<file path="src/rtl/dodge_core.sv">
// Falling-object dodge game engine: NOBJ objects on a ROWS x COLS grid, player sprite, lives, score.
// Optional DODGE_SPEEDUP_EN: a tick divider in PLAY that shortens as the score grows.
module dodge_core #(
    parameter int          ROWS      = 8,
    parameter int          COLS      = 8,
    parameter int          NOBJ      = 3,
    parameter int          LIVES     = 3,
    parameter int          PLAYER_H  = 2,
    parameter int          SPAWN_GAP = 3,
    parameter int          HIT_HOLD  = 4,
    parameter logic [15:0] SEED      = 16'hACE1,
    parameter int          SCORE_W   = 8
) (
    input  logic                    CLK,
    input  logic                    clear,
    input  logic                    tick,
    input  logic                    start,
    input  logic                    left,
    input  logic                    right,
    input  logic [$clog2(COLS)-1:0] scan_col,
    output logic [ROWS-1:0]         obj_bits,
    output logic [ROWS-1:0]         ply_bits,
    output logic [$clog2(COLS)-1:0] player_col,
    output logic [3:0]              lives,
    output logic [SCORE_W-1:0]      score,
    output logic                    hit,
    output logic                    beep,
    output logic                    game_over,
    output logic [1:0]              state
);
    localparam int CW = $clog2(COLS);
    localparam int YW = $clog2(ROWS);
    localparam int GW = (SPAWN_GAP < 1) ? 1 : $clog2(SPAWN_GAP + 1);
    localparam int HW = $clog2(HIT_HOLD + 1);

    localparam logic [CW-1:0] CENTRE     = CW'(COLS / 2 - 1);
    localparam logic [CW-1:0] COL_LAST   = CW'(COLS - 1);
    localparam logic [YW-1:0] Y_LAST     = YW'(ROWS - 1);
    localparam logic [YW-1:0] Y_PLY      = YW'(ROWS - PLAYER_H);
    localparam logic [3:0]    LIVES_INIT = 4'(LIVES);
    localparam logic [GW-1:0] GAP_LOAD   = GW'(SPAWN_GAP);
    localparam logic [HW-1:0] HOLD_LOAD  = HW'(HIT_HOLD);

    typedef enum logic [1:0] {
        S_IDLE = 2'd0,
        S_PLAY = 2'd1,
        S_HIT  = 2'd2,
        S_OVER = 2'd3
    } state_t;

    // Fibonacci LFSR, taps 16,14,13,11, feedback enters bit 0.
    function automatic logic [15:0] lfsr_next(input logic [15:0] v);
        return {v[14:0], v[15] ^ v[13] ^ v[12] ^ v[10]};
    endfunction

    state_t             state_q, state_d;
    logic [CW-1:0]      pcol_q, pcol_d;
    logic [3:0]         lives_q, lives_d;
    logic [SCORE_W-1:0] score_q, score_d;
    logic [NOBJ-1:0]    act_q, act_d;
    logic [YW-1:0]      oy_q [NOBJ];
    logic [YW-1:0]      oy_d [NOBJ];
    logic [CW-1:0]      ox_q [NOBJ];
    logic [CW-1:0]      ox_d [NOBJ];
    logic [GW-1:0]      gap_q, gap_d;
    logic [15:0]        lfsr_q, lfsr_d;
    logic [HW-1:0]      hold_q, hold_d;
    logic               hit_q, hit_d;
    logic               beep_q, beep_d;
    logic               step_s, found_s, collide_s;

    always_ff @(posedge CLK) begin
        if (clear) begin
            state_q <= S_IDLE;
            pcol_q  <= CENTRE;
            lives_q <= LIVES_INIT;
            score_q <= '0;
            act_q   <= '0;
            for (int i = 0; i < NOBJ; i++) begin
                oy_q[i] <= '0;
                ox_q[i] <= '0;
            end
            gap_q   <= '0;
            lfsr_q  <= SEED;
            hold_q  <= '0;
            hit_q   <= 1'b0;
            beep_q  <= 1'b0;
        end else begin
            state_q <= state_d;
            pcol_q  <= pcol_d;
            lives_q <= lives_d;
            score_q <= score_d;
            act_q   <= act_d;
            oy_q    <= oy_d;
            ox_q    <= ox_d;
            gap_q   <= gap_d;
            lfsr_q  <= lfsr_d;
            hold_q  <= hold_d;
            hit_q   <= hit_d;
            beep_q  <= beep_d;
        end
    end

`ifdef DODGE_SPEEDUP_EN
    logic [2:0] div_q, div_d, dcnt_q, dcnt_d;
    logic       restart_s;

    assign restart_s = tick && start && (state_q == S_IDLE || state_q == S_OVER);

    always_ff @(posedge CLK) begin
        if (clear) begin
            div_q  <= 3'd4;
            dcnt_q <= 3'd0;
        end else begin
            div_q  <= div_d;
            dcnt_q <= dcnt_d;
        end
    end

    // A PLAY step fires on every div-th tick; HIT keeps counting raw ticks.
    always_comb begin
        step_s = 1'b0;
        dcnt_d = dcnt_q;
        if (restart_s) begin
            dcnt_d = 3'd0;
        end else if (state_q == S_PLAY && tick) begin
            if (dcnt_q + 3'd1 >= div_q) begin
                step_s = 1'b1;
                dcnt_d = 3'd0;
            end else begin
                dcnt_d = dcnt_q + 3'd1;
            end
        end else begin
            dcnt_d = dcnt_q;
        end
    end

    always_comb begin
        if (restart_s) begin
            div_d = 3'd4;
        end else if (score_d[SCORE_W-1:3] != score_q[SCORE_W-1:3] && div_q > 3'd1) begin
            div_d = div_q - 3'd1;
        end else begin
            div_d = div_q;
        end
    end
`else
    assign step_s = tick;
`endif

    always_comb begin
        state_d   = state_q;
        pcol_d    = pcol_q;
        lives_d   = lives_q;
        score_d   = score_q;
        act_d     = act_q;
        oy_d      = oy_q;
        ox_d      = ox_q;
        gap_d     = gap_q;
        lfsr_d    = lfsr_q;
        hold_d    = hold_q;
        hit_d     = 1'b0;
        found_s   = 1'b0;
        collide_s = 1'b0;
        case (state_q)
            S_IDLE: begin
                if (tick && start) state_d = S_PLAY;
                else               state_d = S_IDLE;
            end
            S_PLAY: begin
                if (step_s) begin
                    if (right && !left && pcol_q != COL_LAST)   pcol_d = pcol_q + 1'b1;
                    else if (left && !right && pcol_q != '0)    pcol_d = pcol_q - 1'b1;
                    else                                        pcol_d = pcol_q;
                    for (int i = 0; i < NOBJ; i++) begin
                        if (act_q[i] && oy_q[i] == Y_LAST) begin
                            act_d[i] = 1'b0;
                            score_d  = score_d + 1'b1;
                        end else if (act_q[i]) begin
                            oy_d[i] = oy_q[i] + 1'b1;
                        end else begin
                            oy_d[i] = oy_q[i];
                        end
                    end
                    // Spawn into the lowest free slot; objects freed this step are eligible.
                    if (gap_q == '0) begin
                        for (int i = 0; i < NOBJ; i++) begin
                            if (!found_s && !act_d[i]) begin
                                act_d[i] = 1'b1;
                                oy_d[i]  = '0;
                                ox_d[i]  = lfsr_q[CW-1:0];
                                found_s  = 1'b1;
                            end else begin
                                found_s  = found_s;
                            end
                        end
                        if (found_s) begin
                            lfsr_d = lfsr_next(lfsr_q);
                            gap_d  = GAP_LOAD;
                        end else begin
                            gap_d  = '0;
                        end
                    end else begin
                        gap_d = gap_q - 1'b1;
                    end
                    for (int i = 0; i < NOBJ; i++) begin
                        if (act_d[i] && ox_d[i] == pcol_d && oy_d[i] >= Y_PLY) collide_s = 1'b1;
                        else                                                   collide_s = collide_s;
                    end
                    if (collide_s) begin
                        act_d   = '0;
                        gap_d   = GAP_LOAD;
                        lives_d = lives_q - 4'd1;
                        hit_d   = 1'b1;
                        hold_d  = HOLD_LOAD;
                        state_d = (lives_q == 4'd1) ? S_OVER : S_HIT;
                    end else begin
                        state_d = S_PLAY;
                    end
                end else begin
                    state_d = S_PLAY;
                end
            end
            S_HIT: begin
                if (tick && hold_q <= HW'(1)) begin
                    hold_d  = '0;
                    state_d = S_PLAY;
                end else if (tick) begin
                    hold_d  = hold_q - 1'b1;
                    state_d = S_HIT;
                end else begin
                    state_d = S_HIT;
                end
            end
            S_OVER: begin
                if (tick && start) begin
                    state_d = S_PLAY;
                    lives_d = LIVES_INIT;
                    score_d = '0;
                    pcol_d  = CENTRE;
                    act_d   = '0;
                    gap_d   = '0;
                end else begin
                    state_d = S_OVER;
                end
            end
            default: state_d = S_IDLE;
        endcase
        beep_d = (state_d == S_HIT);
    end

    // Combinational column read port for the LED scanner.
    always_comb begin
        obj_bits = '0;
        ply_bits = '0;
        for (int y = 0; y < ROWS; y++) begin
            if (state_q == S_OVER) begin
                obj_bits[y] = (y == int'(scan_col) * ROWS / COLS) ||
                              (y == ROWS - 1 - int'(scan_col) * ROWS / COLS);
            end else begin
                ply_bits[y] = (scan_col == pcol_q) && (y >= ROWS - PLAYER_H);
                for (int i = 0; i < NOBJ; i++) begin
                    if (state_q == S_PLAY && act_q[i] && ox_q[i] == scan_col && int'(oy_q[i]) == y)
                        obj_bits[y] = 1'b1;
                    else
                        obj_bits[y] = obj_bits[y];
                end
            end
        end
    end

    assign player_col = pcol_q;
    assign lives      = lives_q;
    assign score      = score_q;
    assign hit        = hit_q;
    assign beep       = beep_q;
    assign game_over  = (state_q == S_OVER);
    assign state      = state_q;

endmodule
</file>
<file path="config.mk">
export PLATFORM = sky130hd
export DESIGN_NAME = dodge_core
export DESIGN_NICKNAME = d
export VERILOG_FILES = /design/src/rtl/dodge_core.sv
export SDC_FILE = /design/constraint.sdc
export NUM_CORES = 1
export LEC_CHECK = 0
export CORE_MARGIN = 5
export CORE_UTILIZATION = 50
export DETAILED_ROUTE_END_ITERATION = 8
export GPL_TIMING_DRIVEN = 0
export HOLD_SLACK_MARGIN = 0.12
export PLACE_DENSITY = 0.72
export SYNTH_ARGS = -nofsm -noshare
export SYNTH_HDL_FRONTEND = slang
export SYNTH_SLANG_ARGS = --single-unit
</file>
<file path="constraint.sdc">
create_clock -name CLK -period 5.5 [get_ports CLK]
set_input_delay 1.375 -clock CLK [delete_from_list [all_inputs] [get_ports CLK]]
set_output_delay 1.375 -clock CLK [all_outputs]
set_load 0.05 [all_outputs]
</file>
==> results.cfg, run 1 <==
[run_status]
status = complete, no violations

[pwr]
swShare_pct = 29.00
power_mw = 1.019
internal_power_uw = 723.6
p_switching_uw = 295.6
power_frac_comb_pct = 13.4
pwr-share-seq_pct = 45.1
p_leak_nw = 2.027
p_clk_share_pct = 41.4
pwr_density_cell_mw_per_mm2 = 198.6
ir_drop_v = 0.0001578

[timing]
fin_worst_skew_ps = 10.86
setup_viol = 0
relSlewSlack_pct = 58.65
setup_slack_ps = 121.0
finalHoldViolations = 0
clock.fmax_mhz = 185.9
hold_slack_ps = 458.9
final.min_clock_period_ps = 5379
worst_pin_slew_ps = 614.5
rsz0062_at_grt = false
tns_ps = 0
maxSlewViolCount = 0
min_period_over_period_pct = 97.80

[yosys]
synth_top_area_share_pct = 27.82
synth-seq-cells = 61
synth_edf_count = 0
synth_area_leaders = dfxtp_1, ha_1, nand2_1
yosysSeqAreaShare_pct = 27.82
netlist_area_sq_mm = 0.004389
synthFlopType = dfxtp_1
synth_top_cell_by_area = dfxtp_1
synthArstFlopShare_pct = 0
netlist_instances = 539
avgSynthCellArea_sq_um = 8.143
ys_warn_count = 0
synth.distinct_cells = 79

[run]
cap_violations = 0

[cts]
hold_buffers = 0
clk_pin_slew_ps = 80
ctsHtreeMaxLevel = 3
clk_latency_ps = 360
numCtsBuffers = 9
cts_max_path_buffers = 2
cts-root-buf = clkbuf_8
cts_tree = done
clock_sinks = 61

[setup_path]
rrSetupSlack_ps = 1990
worstReg2RegStart = oy_q[6]
worst_setup_path_end_kind = output port
cp.required_ps = 4120
critPathKind = input port to output port
crit_path_max_fanout = 10
worstPathArrival_ps = 4000
startpoint_type = input port
cp-startpoint = scan_col[2]

[detailed_routing]
drc = 0
avgRoutedWirePerCell_microns = 16.83
via_per_inst = 5.884
vias = 4148
drtIter0Drc = 263
drt_wl_total_mm = 11.87
detail-route-antenna-nets = 0
drt_first_pass_iters = 5

[global_routing]
grt_use_total_pct = 21.53
grt_start_max_net_pins = 13
grt_pass1_wl_mm = 19.13
grt_pass1_vias = 3954
gr-total-overflow = 0
antenna_found_initial = 0
busiest_layer = met2
gr-usage-met3_pct = 3.420
use_met2_pct = 36.11
grtUsageMet1_pct = 27.38

[min_path]
worstHoldStart = lfsr_q[3]
hold_class = flip-flop to flip-flop

[final_layout]
drive_above_1_share_pct = 10.89
postLayoutCoreUtil_pct = 59.43
antenna_cells = 0
fin_nets = 630
most-common-layout-cells = nand2_1, dfxtp_1, nor2_1
final_common_cell = nand2_1
fin_cells = 705
area_growth_pct = 16.93
fin_area_sq_mm = 0.005132

[placed_design]
placed_area_sq_mm = 0.004913
routabilityCongestion = 0.8904
placed_cells_incl_taps = 689
port-buffer-count = 37
post-place-ws_ps = -21.14
dpl.hpwl_mm = 8.939

[floorplan]
start_util_pct = 50.83
die_width_microns = 103.7
dieArea_sq_mm = 0.01075
coreArea_sq_mm = 0.008636
die_h_microns = 103.7
ios = 45
row_count = 34
## cells by family after synthesis
| family | Yosys count | share of synthesized area (%) |
|---|---|---|
| other cells | 1 | 0.08544 |
| fa+ha+maj | 29 | 8.267 |
| simple gates | 241 | 29.10 |
| buf+inv | 54 | 6.728 |
| xor+xnor | 31 | 7.298 |
| flops | 61 | 27.82 |
| mux | 21 | 5.444 |
| compound gates | 101 | 15.25 |
## per-layer routing
metal | routed length [microns] | up-vias | part of all wire [%]
met4 | 250 | 0 | 2.1
met2 | 5694 | 138 | 48
met1 | 5233 | 1970 | 44
met3 | 690 | 23 | 5.8
met5 | 0 | - | 0
li1 | - | 2017 | -
## power by group through the flow
stage | Sequential [mW] | Combinational, mW | Clock (mW)
2_1_floorplan | 0.471 | 0.0987 | 0
3_3_place_gp | 0.469 | 0.133 | 0
3_5_place_dp | 0.470 | 0.136 | 0
4_1_cts | 0.460 | 0.137 | 0.427
5_1_grt | 0.461 | 0.148 | 0.447
6_report | 0.460 | 0.137 | 0.422
## cells in the mapped netlist (6+ instances only)
cell and n:
a22oi_1 12, ha_1 29, nor3_1 15, buf_4 7
clkbuf_1 13, or4_1 7, nor4_1 14, xnor2_1 12
mux2i_1 15, nand3b_1 6, a21oi_1 40, dfxtp_1 61
nand3_1 31, xor2_1 14, o21ai_0 12, inv_1 24
nor2_1 43, nand2_1 75
## final timing paths
check	endpoint	cells past startpoint
setup / recovery	obj_bits[1]	7
hold / removal	lfsr_q[3]	2
setup reg to reg	score[7]	13
hold reg to reg	lfsr_q[3]	2
## layout make-up
cell class                 count  area [sq um]
buffer                        30         205.2
clock inverter                 6         70.07
timing repair buffer          37         370.4
fill                         800          3503
multi-input combinational    429          2903
inverter                      24         90.09
clock buffer                  10         137.6
tap                          108         135.1
sequential                    61          1221
## critical path: stages
cell and delay [ps]:
clkdlybuf4s50_1 550, buf_1 400, xor2_1 200, nor4_2 450, a22oi_1 140, nand2_1 90, clkdlybuf4s50_1 790
## registers in the layout (all words and copies together), names as in the netlist
signal      count
ox_q            9
hold_q          3
hit             1
beep            1
lives           4
player_col      3
oy_q            9
state           2
gap_q           2
score           8
act_q           3
lfsr_q         16
## timing repair
item	in CTS	in global routing
buffers inserted	0	0
gates resized for setup	1	1
setup endpoints to repair	3	3
Power figures use the tool's default switching activity.
==> inputs of run 2 (changes only) <==
Settings changed: CORE_MARGIN 5 to 10, DONT_BUFFER_PORTS set to 1, PLACE_DENSITY 0.72 to unset.
==> results.cfg, run 2 (same netlist as run 1, synthesis figures left out) <==
[run_status]
status = complete, no violations

[final_layout]
most-common-layout-cells = nand2_1, dfxtp_1, nor2_1
top_register = lfsr_q
area_growth_pct = 8.495
postLayoutCoreUtil_pct = 55.14
final_common_cell = nand2_1
largest_reg_flops = 16
fin_area_sq_mm = 0.004762
fin_nets = 595
drive_above_1_share_pct = 11.57
reg_top3 = lfsr_q: 16 flops, ox_q: 9 flops, oy_q: 9 flops
antenna_cells = 0

[placed_design]
placed_area_sq_mm = 0.004561
post-place-ws_ps = 1062
routabilityCongestion = 0.8802
dpl.hpwl_mm = 9.124
port-buffer-count = 0

[global_routing]
grt_pass1_vias = 3692
grt_pass1_wl_mm = 19.53
grtUsageMet1_pct = 23.52
gr-total-overflow = 0
busiest_layer = met2
gr-usage-met3_pct = 4.672
grt_start_max_net_pins = 14
antenna_found_initial = 0
grt_use_total_pct = 18.62
use_met2_pct = 30.36

[timing]
finalHoldViolations = 0
relSlewSlack_pct = 40.20
setup_viol = 0
maxSlewViolCount = 0
final.min_clock_period_ps = 4434
setup_slack_ps = 1066
fin_worst_skew_ps = 17.14
min_period_over_period_pct = 80.62
tns_ps = 0
rsz0062_at_grt = false
worst_pin_slew_ps = 895.7
clock.fmax_mhz = 225.5

[detailed_routing]
avgRoutedWirePerCell_microns = 17.61
drc = 0
via_per_inst = 5.816
drt_wl_total_mm = 11.80
drt_first_pass_iters = 5
detail-route-antenna-nets = 0
vias = 3897
drtIter0Drc = 233

[pwr]
p_clk_share_pct = 41.9
ir_drop_v = 0.0001255
swShare_pct = 30.01
p_leak_nw = 1.893
internal_power_uw = 707.2
p_switching_uw = 303.3
power_mw = 1.010
power_frac_comb_pct = 12.2
pwr_density_cell_mw_per_mm2 = 212.2
pwr-share-seq_pct = 45.9

[floorplan]
dieArea_sq_mm = 0.01293
start_util_pct = 50.83
ios = 45
die_width_microns = 113.7
coreArea_sq_mm = 0.008636
die_h_microns = 113.7
row_count = 34

[setup_path]
critPathKind = input port to output port
cp-startpoint = scan_col[1]
rrSetupSlack_ps = 1940
cp.required_ps = 4120
crit_path_max_fanout = 10
worstReg2RegStart = score[0]
worst_setup_path_end_kind = output port
r2r_end = score[7]
startpoint_type = input port
reg2regPathDepth = 10
worstPathArrival_ps = 3060

[cts]
cts_max_path_buffers = 2
ctsHtreeMaxLevel = 3
cts_tree = done
post_cts_resized = 0
clk_latency_ps = 360
clk_pin_slew_ps = 80
hold_buffers = 0
cts_setup_buffers = 0
numCtsBuffers = 9
cts-root-buf = clkbuf_8
clock_sinks = 61

[min_path]
hold_end = lfsr_q[9]
worstHoldStart = lfsr_q[9]
whs_path_depth = 2
hold_class = flip-flop to flip-flop

[run]
cap_violations = 0
-- run 2: power groups by stage --
| stage | sequential (mW) | combinational [mW] | clock, mW |
|---|---|---|---|
| after CTS | 0.464 | 0.124 | 0.430 |
| after global routing | 0.465 | 0.135 | 0.461 |
| after detailed placement | 0.474 | 0.124 | 0 |
| after global placement | 0.474 | 0.121 | 0 |
| final | 0.464 | 0.124 | 0.423 |
| after floorplan | 0.471 | 0.0987 | 0 |
-- run 2: worst max-delay path by stage --
stage / endpoint / slack [ps]
floorplan: ply_bits[7] / 340
global placement: ply_bits[7] / 40
detailed placement: obj_bits[4] / 1060
CTS: obj_bits[4] / 1070
global route: obj_bits[1] / 870
finish: obj_bits[4] / 1070
-- run 2: per-layer routing --
metal  up-vias  wire (microns)
met5         -               0
met4         0             165
met3        13             734
li1       1946               -
met1      1843            5267
met2        95            5630
-- run 2: layout make-up --
type,count,area (sq um)
clock inverter,7,77.57
inverter,24,90.09
multi-input combinational,429,2898
buffer,30,205.2
clock buffer,9,123.9
timing repair buffer,2,11.26
sequential,61,1221
tap,108,135.1
fill,845,3874
-- run 2: stage by stage --
| step | std cells | hold WS (ps) |
|---|---|---|
| after floorplan | 544 | 429.4 |
| after global placement | 652 | 445.1 |
| after detailed placement | 654 | 452.1 |
| after CTS | 670 | 463.5 |
| after global routing | 670 | 476.5 |
| final | 670 | 459.1 |
-- run 2: critical path, stage by stage --
cell	delay (ps)
clkbuf_1	340
xnor2_1	170
nand3_1	110
nor3_1	450
nand3_1	160
nand3_1	460
==> inputs of run 3 (changes only) <==
Settings changed: PLACE_DENSITY set to 0.68.
Clock period 5.5 ns to 4 ns, I/O delays scaled along.
==> results.cfg, run 3 (same netlist as run 1, synthesis figures left out) <==
[setup_path]
reg2regPathDepth = 10
rrSetupSlack_ps = 480
worstPathArrival_ps = 2800
worstReg2RegStart = score[0]
crit_buf_inv = 1
path_common_cell = nand3_1
r2r_end = score[7]
startpoint_type = flip-flop
max_stage_delay_ps = 710
crit_path_max_fanout = 5
cp.required_ps = 3000
crit_family = simple AND/OR/NAND/NOR gates
crit_path_cell_trace = inv_1 -> nor2_1 -> nand3_1 -> nor3_1 -> nand3_1 -> nand3_1
cpMaxStageDelayCell = dfxtp_1
critPathKind = flip-flop to output port
worst_setup_path_end_kind = output port

[cts]
numCtsBuffers = 9
clk_latency_ps = 330
clk_pin_slew_ps = 70
cts-root-buf = clkbuf_8
cts_tree = done
hold_buffers = 0
cts_max_path_buffers = 2
clock_sinks = 61
ctsHtreeMaxLevel = 3

[pwr]
p_switching_uw = 366.4
pwr-share-seq_pct = 45.8
swShare_pct = 26.33
internal_power_mw = 1.025
pwr_density_cell_mw_per_mm2 = 291.8
power_frac_comb_pct = 12.1
p_clk_share_pct = 42.1
p_leak_nw = 1.895
ir_drop_v = 0.0001796

[global_routing]
grt_pass1_vias = 3709
grt_use_total_pct = 16.73
gr-total-overflow = 0
gr-usage-met3_pct = 4.672
grt_pass1_wl_mm = 17.93
grt_start_max_net_pins = 11
antenna_found_initial = 1
use_met2_pct = 29.10
busiest_layer = met2
grtUsageMet1_pct = 18.95

[floorplan]
start_util_pct = 50.83
ios = 45
dieArea_sq_mm = 0.01293
die_width_microns = 113.7
die_h_microns = 113.7
row_count = 34
coreArea_sq_mm = 0.008636

[placed_design]
routabilityCongestion = 0.8674
port-buffer-count = 0
dpl.hpwl_mm = 8.568

[final_layout]
area_growth_pct = 8.666
top_register = lfsr_q
largest_reg_flops = 16
drive_above_1_share_pct = 11.25
antenna_cells = 0
register_area_sq_mm = 0.001221
reg_top3 = lfsr_q: 16 flops, ox_q: 9 flops, oy_q: 9 flops
nFillCells = 826
most-common-layout-cells = nand2_1, dfxtp_1, nor2_1
multi_input_area_sq_mm = 0.002912
fin_nets = 593
final_common_cell = nand2_1

[min_path]
worstHoldStart = lfsr_q[11]
hold_end = lfsr_q[12]
whs_path_depth = 2
hold_class = flip-flop to flip-flop

[timing]
clock.fmax_mhz = 262.9
worst_pin_slew_ps = 972.0
rsz0062_at_grt = false
relSlewSlack_pct = 34.52
tns_ps = 0
min_period_over_period_pct = 95.11
fin_worst_skew_ps = 12.06
final.min_clock_period_ps = 3804
setup_viol = 0
finalHoldViolations = 0
hold_slack_ps = 452.4
maxSlewViolCount = 0

[detailed_routing]
drt_wl_total_mm = 11.06
via_per_inst = 5.801
drtIter0Drc = 254
detail-route-antenna-nets = 0
vias = 3875
drc = 0
drt_first_pass_iters = 5
avgRoutedWirePerCell_microns = 16.55

[run_status]
status = complete, no violations

[run]
cap_violations = 0
## run 3: worst min-delay path, cell delays in order, from the launching register on
cell and delay (ps):
dfxtp_1 310, nand2_1 50, a21oi_1 50
## run 3: power groups by stage
stage | logic (mW) | registers (mW) | clock network, mW
3_5_place_dp | 0.166 | 0.651 | 0
4_1_cts | 0.168 | 0.638 | 0.599
6_report | 0.168 | 0.638 | 0.586
3_3_place_gp | 0.163 | 0.651 | 0
5_1_grt | 0.183 | 0.639 | 0.622
2_1_floorplan | 0.136 | 0.648 | 0
## run 3: what timing repair did
item / 4_1_cts / 5_1_grt
resized for setup: 1 / 1
setup buffers: 0 / 0
setup endpoints to repair: 1 / 2
endpoints found under the hold margin: 0 / 0
pin swaps: 0 / 0
## run 3: worst max-delay path by stage
stage                            from  depth (start not counted)           to  slack [ps]
after detailed placement  scan_col[2]                          4  ply_bits[7]          70
after global routing         state[0]                          6  obj_bits[5]         0.3
after global placement    scan_col[2]                          4  ply_bits[7]         120
after floorplan           scan_col[2]                          4  ply_bits[7]         240
after CTS                    state[0]                          6  obj_bits[6]         180
final                        state[0]                          6  obj_bits[6]         200
## run 3: metrics by stage
| stage | instances | cell area (sq um) | utilization, % | total power [mW] | setup slack [ps] |
|---|---|---|---|---|---|
| detailed placement | 652 | 4549 | 52.68 | 0.8176 | 67.08 |
| CTS | 668 | 4765 | 55.17 | 1.405 | 177.5 |
| global route | 668 | 4770 | 55.23 | 1.444 | 0.2867 |
| global placement | 652 | 4549 | 52.68 | 0.8143 | 123.0 |
| floorplan | 544 | 4414 | - | 0.7841 | 242.3 |
| finish | 668 | 4770 | 55.23 | 1.392 | 195.7 |
## run 3: final cells by class
cell class,count,area share (%)
buffer,30,4.302
clock buffer,11,2.754
clock inverter,5,1.574
inverter,24,1.889
multi-input combinational,429,61.04
sequential,61,25.60
tap,108,2.833
## run 3: metal layers
| layer | routed length (microns) | up-vias |
|---|---|---|
| li1 | - | 1941 |
| met1 | 4783 | 1818 |
| met2 | 5409 | 93 |
| met3 | 564 | 21 |
| met4 | 286 | 2 |
| met5 | 13 | - |
